$ cat src/rtl/zstr_upsize.sv
// zstr_upsize: zbus stream width up-converter (BW -> N*BW), single clock.
// Packs N consecutive input words into one output word, first word in LSBs.
// Output register is separate from the N-1 word accumulator, so a full
// output word can be held while the next word is being gathered.
// Optional macro ZSTR_UPSIZE_LAST_EN adds packet-last handling
// (zi_lst / zo_cnt / zo_lst): a word flagged last closes a partial output word.
module zstr_upsize #(
   parameter int BW  = 8,
   parameter int N   = 4,
   parameter int CNL = $clog2(N+1)
) (
   input  logic                clk,
   input  logic                rst,
   input  logic                zi_vld,
   input  logic [BW-1:0]       zi_bus,
   output logic                zi_ack,
`ifdef ZSTR_UPSIZE_LAST_EN
   input  logic                zi_lst,
   output logic [CNL-1:0]      zo_cnt,
   output logic                zo_lst,
`endif
   output logic                zo_vld,
   output logic [N*BW-1:0]     zo_bus,
   input  logic                zo_ack
);

   // N=1 has no accumulator slots; keep one dummy slot so the array is legal.
   localparam int             AW      = (N > 1) ? N-1 : 1;
   localparam logic [CNL-1:0] CNT_MAX = CNL'(N-1);

   logic [CNL-1:0]       cnt;
   logic [AW-1:0][BW-1:0] acc;
   logic                 cmpl;
   logic                 zi_trn;
   logic                 zo_trn;
   logic [N*BW-1:0]      pack;

   // Completing word: fills the last slot (or closes a packet when enabled).
`ifdef ZSTR_UPSIZE_LAST_EN
   always_comb cmpl = (cnt == CNT_MAX) | (zi_vld & zi_lst);
`else
   always_comb cmpl = (cnt == CNT_MAX);
`endif

   // Only a completing word can stall: it needs the output register free.
   assign zi_ack = !cmpl | !zo_vld | zo_ack;
   assign zi_trn = zi_vld & zi_ack;
   assign zo_trn = zo_vld & zo_ack;

   // Assemble the outgoing word: stored slots below cnt, the live word at
   // slot cnt, zeros above it (partial words leave the upper slots clear).
   always_comb begin
      pack = '0;
      for (int i = 0; i < AW; i++)
         if (CNL'(i) < cnt) pack[i*BW +: BW] = acc[i];
      for (int i = 0; i < N; i++)
         if (CNL'(i) == cnt) pack[i*BW +: BW] = zi_bus;
   end

   // Store non-completing words into the slot selected by the fill counter.
   always_ff @(posedge clk or posedge rst) begin
      if (rst) begin
         acc <= '0;
      end else if (zi_trn && !cmpl) begin
         for (int i = 0; i < AW; i++)
            if (CNL'(i) == cnt) acc[i] <= zi_bus;
      end
   end

   // Fill counter: advances per accepted word, wraps only on completion.
   always_ff @(posedge clk or posedge rst) begin
      if (rst)         cnt <= '0;
      else if (zi_trn) cnt <= cmpl ? '0 : cnt + CNL'(1);
   end

   // Output register: load on completion (even while draining, so no
   // bubble), clear valid when drained with nothing new arriving.
   always_ff @(posedge clk or posedge rst) begin
      if (rst) begin
         zo_vld <= 1'b0;
         zo_bus <= '0;
      end else if (zi_trn && cmpl) begin
         zo_vld <= 1'b1;
         zo_bus <= pack;
      end else if (zo_trn) begin
         zo_vld <= 1'b0;
      end
   end

`ifdef ZSTR_UPSIZE_LAST_EN
   // Side-band travelling with zo_bus: word count and packet-last flag.
   always_ff @(posedge clk or posedge rst) begin
      if (rst) begin
         zo_cnt <= '0;
         zo_lst <= 1'b0;
      end else if (zi_trn && cmpl) begin
         zo_cnt <= cnt + CNL'(1);
         zo_lst <= zi_lst;
      end
   end
`endif

endmodule

$ cat config.mk
export PLATFORM = sky130hd
export DESIGN_NAME = zstr_upsize
export DESIGN_NICKNAME = d
export VERILOG_FILES = /design/src/rtl/zstr_upsize.sv
export SDC_FILE = /design/constraint.sdc
export NUM_CORES = 1
export LEC_CHECK = 0
export CAP_MARGIN = 20
export CORE_MARGIN = 3
export CORE_UTILIZATION = 60
export DETAILED_ROUTE_END_ITERATION = 8
export DONT_BUFFER_PORTS = 1
export PLACE_DENSITY_LB_ADDON = 0.15
export SLEW_MARGIN = 15
export SYNTH_ARGS = -nofsm -noshare
export SYNTH_HDL_FRONTEND = slang
export SYNTH_SLANG_ARGS = --single-unit
$ cat constraint.sdc
create_clock -name clk -period 2.5 [get_ports clk]
set_input_delay 0.25 -clock clk [delete_from_list [all_inputs] [get_ports clk]]
set_output_delay 0.25 -clock clk [all_outputs]
set_load 0.01 [all_outputs]
# Word-level counts from Yosys, hierarchy flattened
# Index checks and enable logic that the tools add are counted.
[word_totals]
regBits = 60
inputBits = 12
output_inout_bits = 34
elab_cells = 37
[op_classes]
addsub = 1
magnitude_cmp = 3
n_eq_ne = 4
muxes = 10
bitwise = 4
n_reduce_logical = 9
[op_table]
columns = ["op", "count"]
rows = [
  ["8-bit two-way mux", 7],
  ["2-bit by 3-bit equality test with 1-bit output, first input constant", 2],
  ["1-bit by 3-bit less-than comparator with 1-bit output, first input constant", 2],
  ["2-bit AND reduction", 3],
  ["3-bit by 1-bit adder with 3-bit output, second input constant", 1],
  ["1-bit by 3-bit equality test with 1-bit output, first input constant", 1],
  ["3-bit by 2-bit equality test with 1-bit output, second input constant", 1],
  ["3-bit logical NOT", 1],
  ["2-bit by 3-bit less-than comparator with 1-bit output, first input constant", 1],
  ["3-bit two-way mux", 1],
  ["1-bit bitwise AND", 2],
  ["1-bit logical AND", 2],
  ["1-bit logical NOT", 2],
  ["1-bit two-way mux", 2],
  ["1-bit bitwise OR", 2],
  ["2-bit nonzero test", 1],
]

# Longest topological paths before layout
[depth]
ltp_word = 7
ltp_mapped = 8
ltp_nobuf = 5

# Worst setup path after synthesis
# Ideal clock, no wire load.
[synth_path]
path_type = "register to register"
startpoint = "reg cnt[0]"
endpoint = "reg zo_bus[10]"
setup_ns = 0.125
arrival_ns = 1.604
required_ns = 2.375
slack_ns = 0.771
stages_incl_launch_ff = 8
path_buffers = 3
synth_period_minus_slack_ns = 1.729
cell_sequence = "dfrtp_1 -> ha_1 -> and3b_1 -> buf_6 -> and2_4 -> buf_6 -> buf_6 -> mux2_4"
[synth_between]
elab_chain_len = 6
elab_cells_between_ends = 10
cone_classes = "order compare: 1; eq/ne: 2; mux: 2; bitwise: 3; reduce/logical: 2"
[synth_lines]
columns = ["item", "line_no", "rtl"]
rows = [
  ["from (decl)", "31", "logic [CNL-1:0] cnt;"],
  ["from (signal assigned)", "73", "else if (zi_trn) cnt <= cmpl ? '0 : cnt + CNL'(1);"],
  ["3-bit by 2-bit equality test with 1-bit output", "42", "always_comb cmpl = (cnt == CNT_MAX);"],
  ["1-bit logical NOT", "46", "assign zi_ack = !cmpl | !zo_vld | zo_ack;"],
  ["1-bit bitwise OR (2 in series)", "46", ""],
  ["1-bit bitwise AND", "47", "assign zi_trn = zi_vld & zi_ack;"],
  ["1-bit logical AND", "82", "end else if (zi_trn && cmpl) begin"],
  ["to (signal assigned)", "84", "zo_bus <= pack;"],
  ["to (decl)", "23", "output logic [N*BW-1:0] zo_bus,"],
]
# Parallel ways exist; a longest one is shown, timed or not.
# A chain may end at the register's enable or synchronous reset.

# Final worst setup path
[layout_path]
startpoint = "reg cnt[0]"
endpoint = "reg acc[2] (netlist bit)"
[layout_between]
elab_chain_len = 7
elab_cells_between_ends = 8
cone_classes = "eq/ne: 1; bitwise: 3; reduce/logical: 4"
[layout_lines]
columns = ["item", "line_no", "rtl"]
rows = [
  ["3-bit by 2-bit equality test with 1-bit output", "42", ""],
  ["1-bit logical NOT", "46, 64", ""],
  ["1-bit bitwise OR (2 in series)", "46", ""],
  ["1-bit bitwise AND", "47", ""],
  ["1-bit logical AND", "64", "end else if (zi_trn && !cmpl) begin"],
  ["2-bit AND reduction (no source line) *", "n/a", ""],
  ["to (signal, indexed assignment)", "66", "if (CNL'(i) == cnt) acc[i] <= zi_bus;"],
  ["to (decl)", "32", "logic [AW-1:0][BW-1:0] acc;"],
]
# Every way passes the cells marked *; elsewhere a longest branch is shown, timed or not.

==> flow_summary.ini <==
[outcome]
outcome = completed

[worst_hold_path]
holdPathStages = 1
hold_start = zi_vld
hp-class = input port to flop

[placement]
gp_congestion = 0.8357
place_area_um2 = 2719
place.detailed.hpwl_um = 3827
place_worst_setup_slack_ns = 0.3598
port_buffers = 0

[run]
cap_violations = 0

[clocking]
clockBufferDepth = 2
numCtsBuffers = 9
cts-htree-levels = 3
root_buffer = clkbuf_8
ctsResizeCount = 0
cts.sinks = 60
cts_tree = yes
cts_setup_buffers = 0
clock_latency_ns = 0.34
cts_hold_buf = 0
path_clk_slew_ns = 0.07

[sta]
finalHoldViolCount = 0
grt_setup_unrepaired = no
final.period_utilization = 0.8731
final-setup-viol-count = 0
worst_slew_pin_slew_ns = 0.6103
fin_ws_ns = 0.3172
slew_viol_final = 0
finalCriticalPeriod_ns = 2.183
max_freq_mhz = 458.1
skew_ns = 0.006206
tns_ns = 0
slew_headroom = 0.5923

[synth]
synth-edff-count = 0
synth_cells = 235
synth_ff_type = dfrtp_1
synth_area_um2 = 2744
syn_avg_cell_area_um2 = 11.68
ys_seq_area_frac = 0.5472
synth_seq_cells = 60
async_reset_ff_frac = 1.000
synthesis.nets = 250
synth_top_cell_area_share = 0.5472
synth_area_leaders = dfrtp_1 55%, mux2_2 11%, mux2_4 7.1%
yosys.cell_types.count = 26
synth_warnings = 0
synth_area_leader_cell = dfrtp_1

[route]
vias = 1851
vias_per_cell = 6.427
drtAntennaViolNets = 0
first_pass_iters = 4
drt-total-wl_um = 5782
drc = 0
drt_iter0_markers = 225
routedWlPerCell_um = 20.08

[worst_setup_path]
slowest_stage = dfrtp_1
cp-startpoint = cnt[0]
critPathMaxStageDelay_ns = 0.53
crit_type = flop to flop
required_ns = 2.72
worst-path-stages = 4
cp_top_family = simple AND/OR/NAND/NOR gates
cp-end-kind = flop
r2r-start = cnt[0]
crit_arrival_ns = 2.40
reg2reg_depth = 4
crit_chain = ha_1, nor3b_1, and2_1, mux2_2
path_max_fanout = 13
cp_num_buf_inv = 0
worstSetupStartpointType = flop
ff2ff_setup_slack_ns = 0.32

[final_layout]
final_layout_size_suffix_gt1_frac = 0.2647
fin_area_um2 = 2919
final_nets = 248
fill_cells = 329
syn2layout_area_growth_pct = 6.384
antenna_cells = 0

[die]
dieWidth_um = 73.63
num_rows = 23
start_util = 0.6531
io_pins = 46
die-area_um2 = 5421
die_y_um = 73.63
core_um2 = 4202

[global_routing]
antenna_found_initial = 0
grt_overflow_total = 0
first_global_vias = 1842
grt_max_degree = 50
grt_pass1_wl_um = 9390
track_usage = 0.2345

[power]
power.leakage_nw = 1.252
ir_worst_vdd_uv = 723.6
powerDensity_nw_per_um2 = 1284
-- cells in the mapped netlist, drive strengths merged, types with 2 or more instances --
cell type,count
nand2,26
nand3,3
ha,3
inv,3
mux2,40
o21ai,34
or2,2
and3b,2
clkbuf,8
nor2b,2
buf,11
a21oi,16
dfrtp,60
nand2b,2
a31oi,16
and2,3
-- final cells by class --
| type | instances | area, um2 | share of cell area |
|---|---|---|---|
| clock inverter | 2 | 10.01 | 0.003429 |
| sequential | 60 | 1501 | 0.5144 |
| inverter | 3 | 11.26 | 0.003858 |
| tap | 50 | 62.56 | 0.02143 |
| timing repair buffer | 6 | 67.56 | 0.02315 |
| clock buffer | 14 | 152.6 | 0.05229 |
| multi-input combinational | 153 | 1114 | 0.3815 |
-- worst paths after layout --
kind                              end
max in group asynchronous      acc[2]
min in group asynchronous  zo_bus[14]
min reg2reg                    acc[8]
max reg2reg                    acc[2]
max                            acc[2]
min                            cnt[2]
-- report_power, final --
| group | switching, W | internal [W] |
|---|---|---|
| clock | 0.000354 | 0.000385 |
| combinational | 0.000509 | 0.000593 |
| sequential | 0.000456 | 0.00145 |
| total | 0.00132 | 0.00243 |
-- layer usage --
layer,part of all wire,vias up,global-route usage
li1,-,822,-
met2,0.47,98,0.3474
met4,0.021,0,0.1227
met1,0.41,920,0.3150
met3,0.098,11,0.06293
met5,0,-,0
-- state kept, by name, summed over array words and instances, names as in the netlist --
signal / flops
acc: 24
zo_bus: 32
zo_vld: 1
cnt: 3
-- through the flow --
step	instances	hold slack, ns	power (W)	util
CTS	286	0.04500	0.003754	0.6858
floorplan	235	0.3543	0.002782	-
finish	288	0.04779	0.003748	0.6948
global route	288	0.03896	0.003991	0.6948
global placement	270	0.3790	0.002932	0.6471
detailed placement	270	0.4017	0.003018	0.6471
-- placed cells by master (no fill, tap or decap) --
cell type,instances
a21boi_0,1
nor2b_1,2
nor3b_1,1
a21oi_1,16
buf_4,4
mux2_4,13
o21ba_2,1
ha_1,3
buf_16,1
clkbuf_1,4
o21ai_0,34
clkbuf_8,10
nand3_1,2
a31oi_1,16
or2_2,2
inv_1,2
dfrtp_1,60
and2_4,1
clkinv_2,2
and3b_1,2
o21a_1,1
mux2_2,27
and2_1,2
nand2_1,26
inv_2,1
dlygate4sd3_1,1
nand3_2,1
nand2b_1,2
-- logic make-up (layout without fill, tap and decap cells) --
family | Yosys count | count (layout) | synth area share
compound gates | 69 | 69 | 0.1368
fa+ha+maj | 3 | 3 | 0.01368
buf+inv | 22 | 25 | 0.04696
flops | 60 | 60 | 0.5472
mux | 40 | 40 | 0.1819
simple gates | 41 | 41 | 0.07341
-- worst reg2reg max path: cells and delay by family (launching register included) --
kind | cells | cell delay [ns]
mux | 1 | 0.39
flops | 1 | 0.53
simple gates | 2 | 0.81
fa+ha+maj | 1 | 0.33
Power figures use the tool's default switching activity.
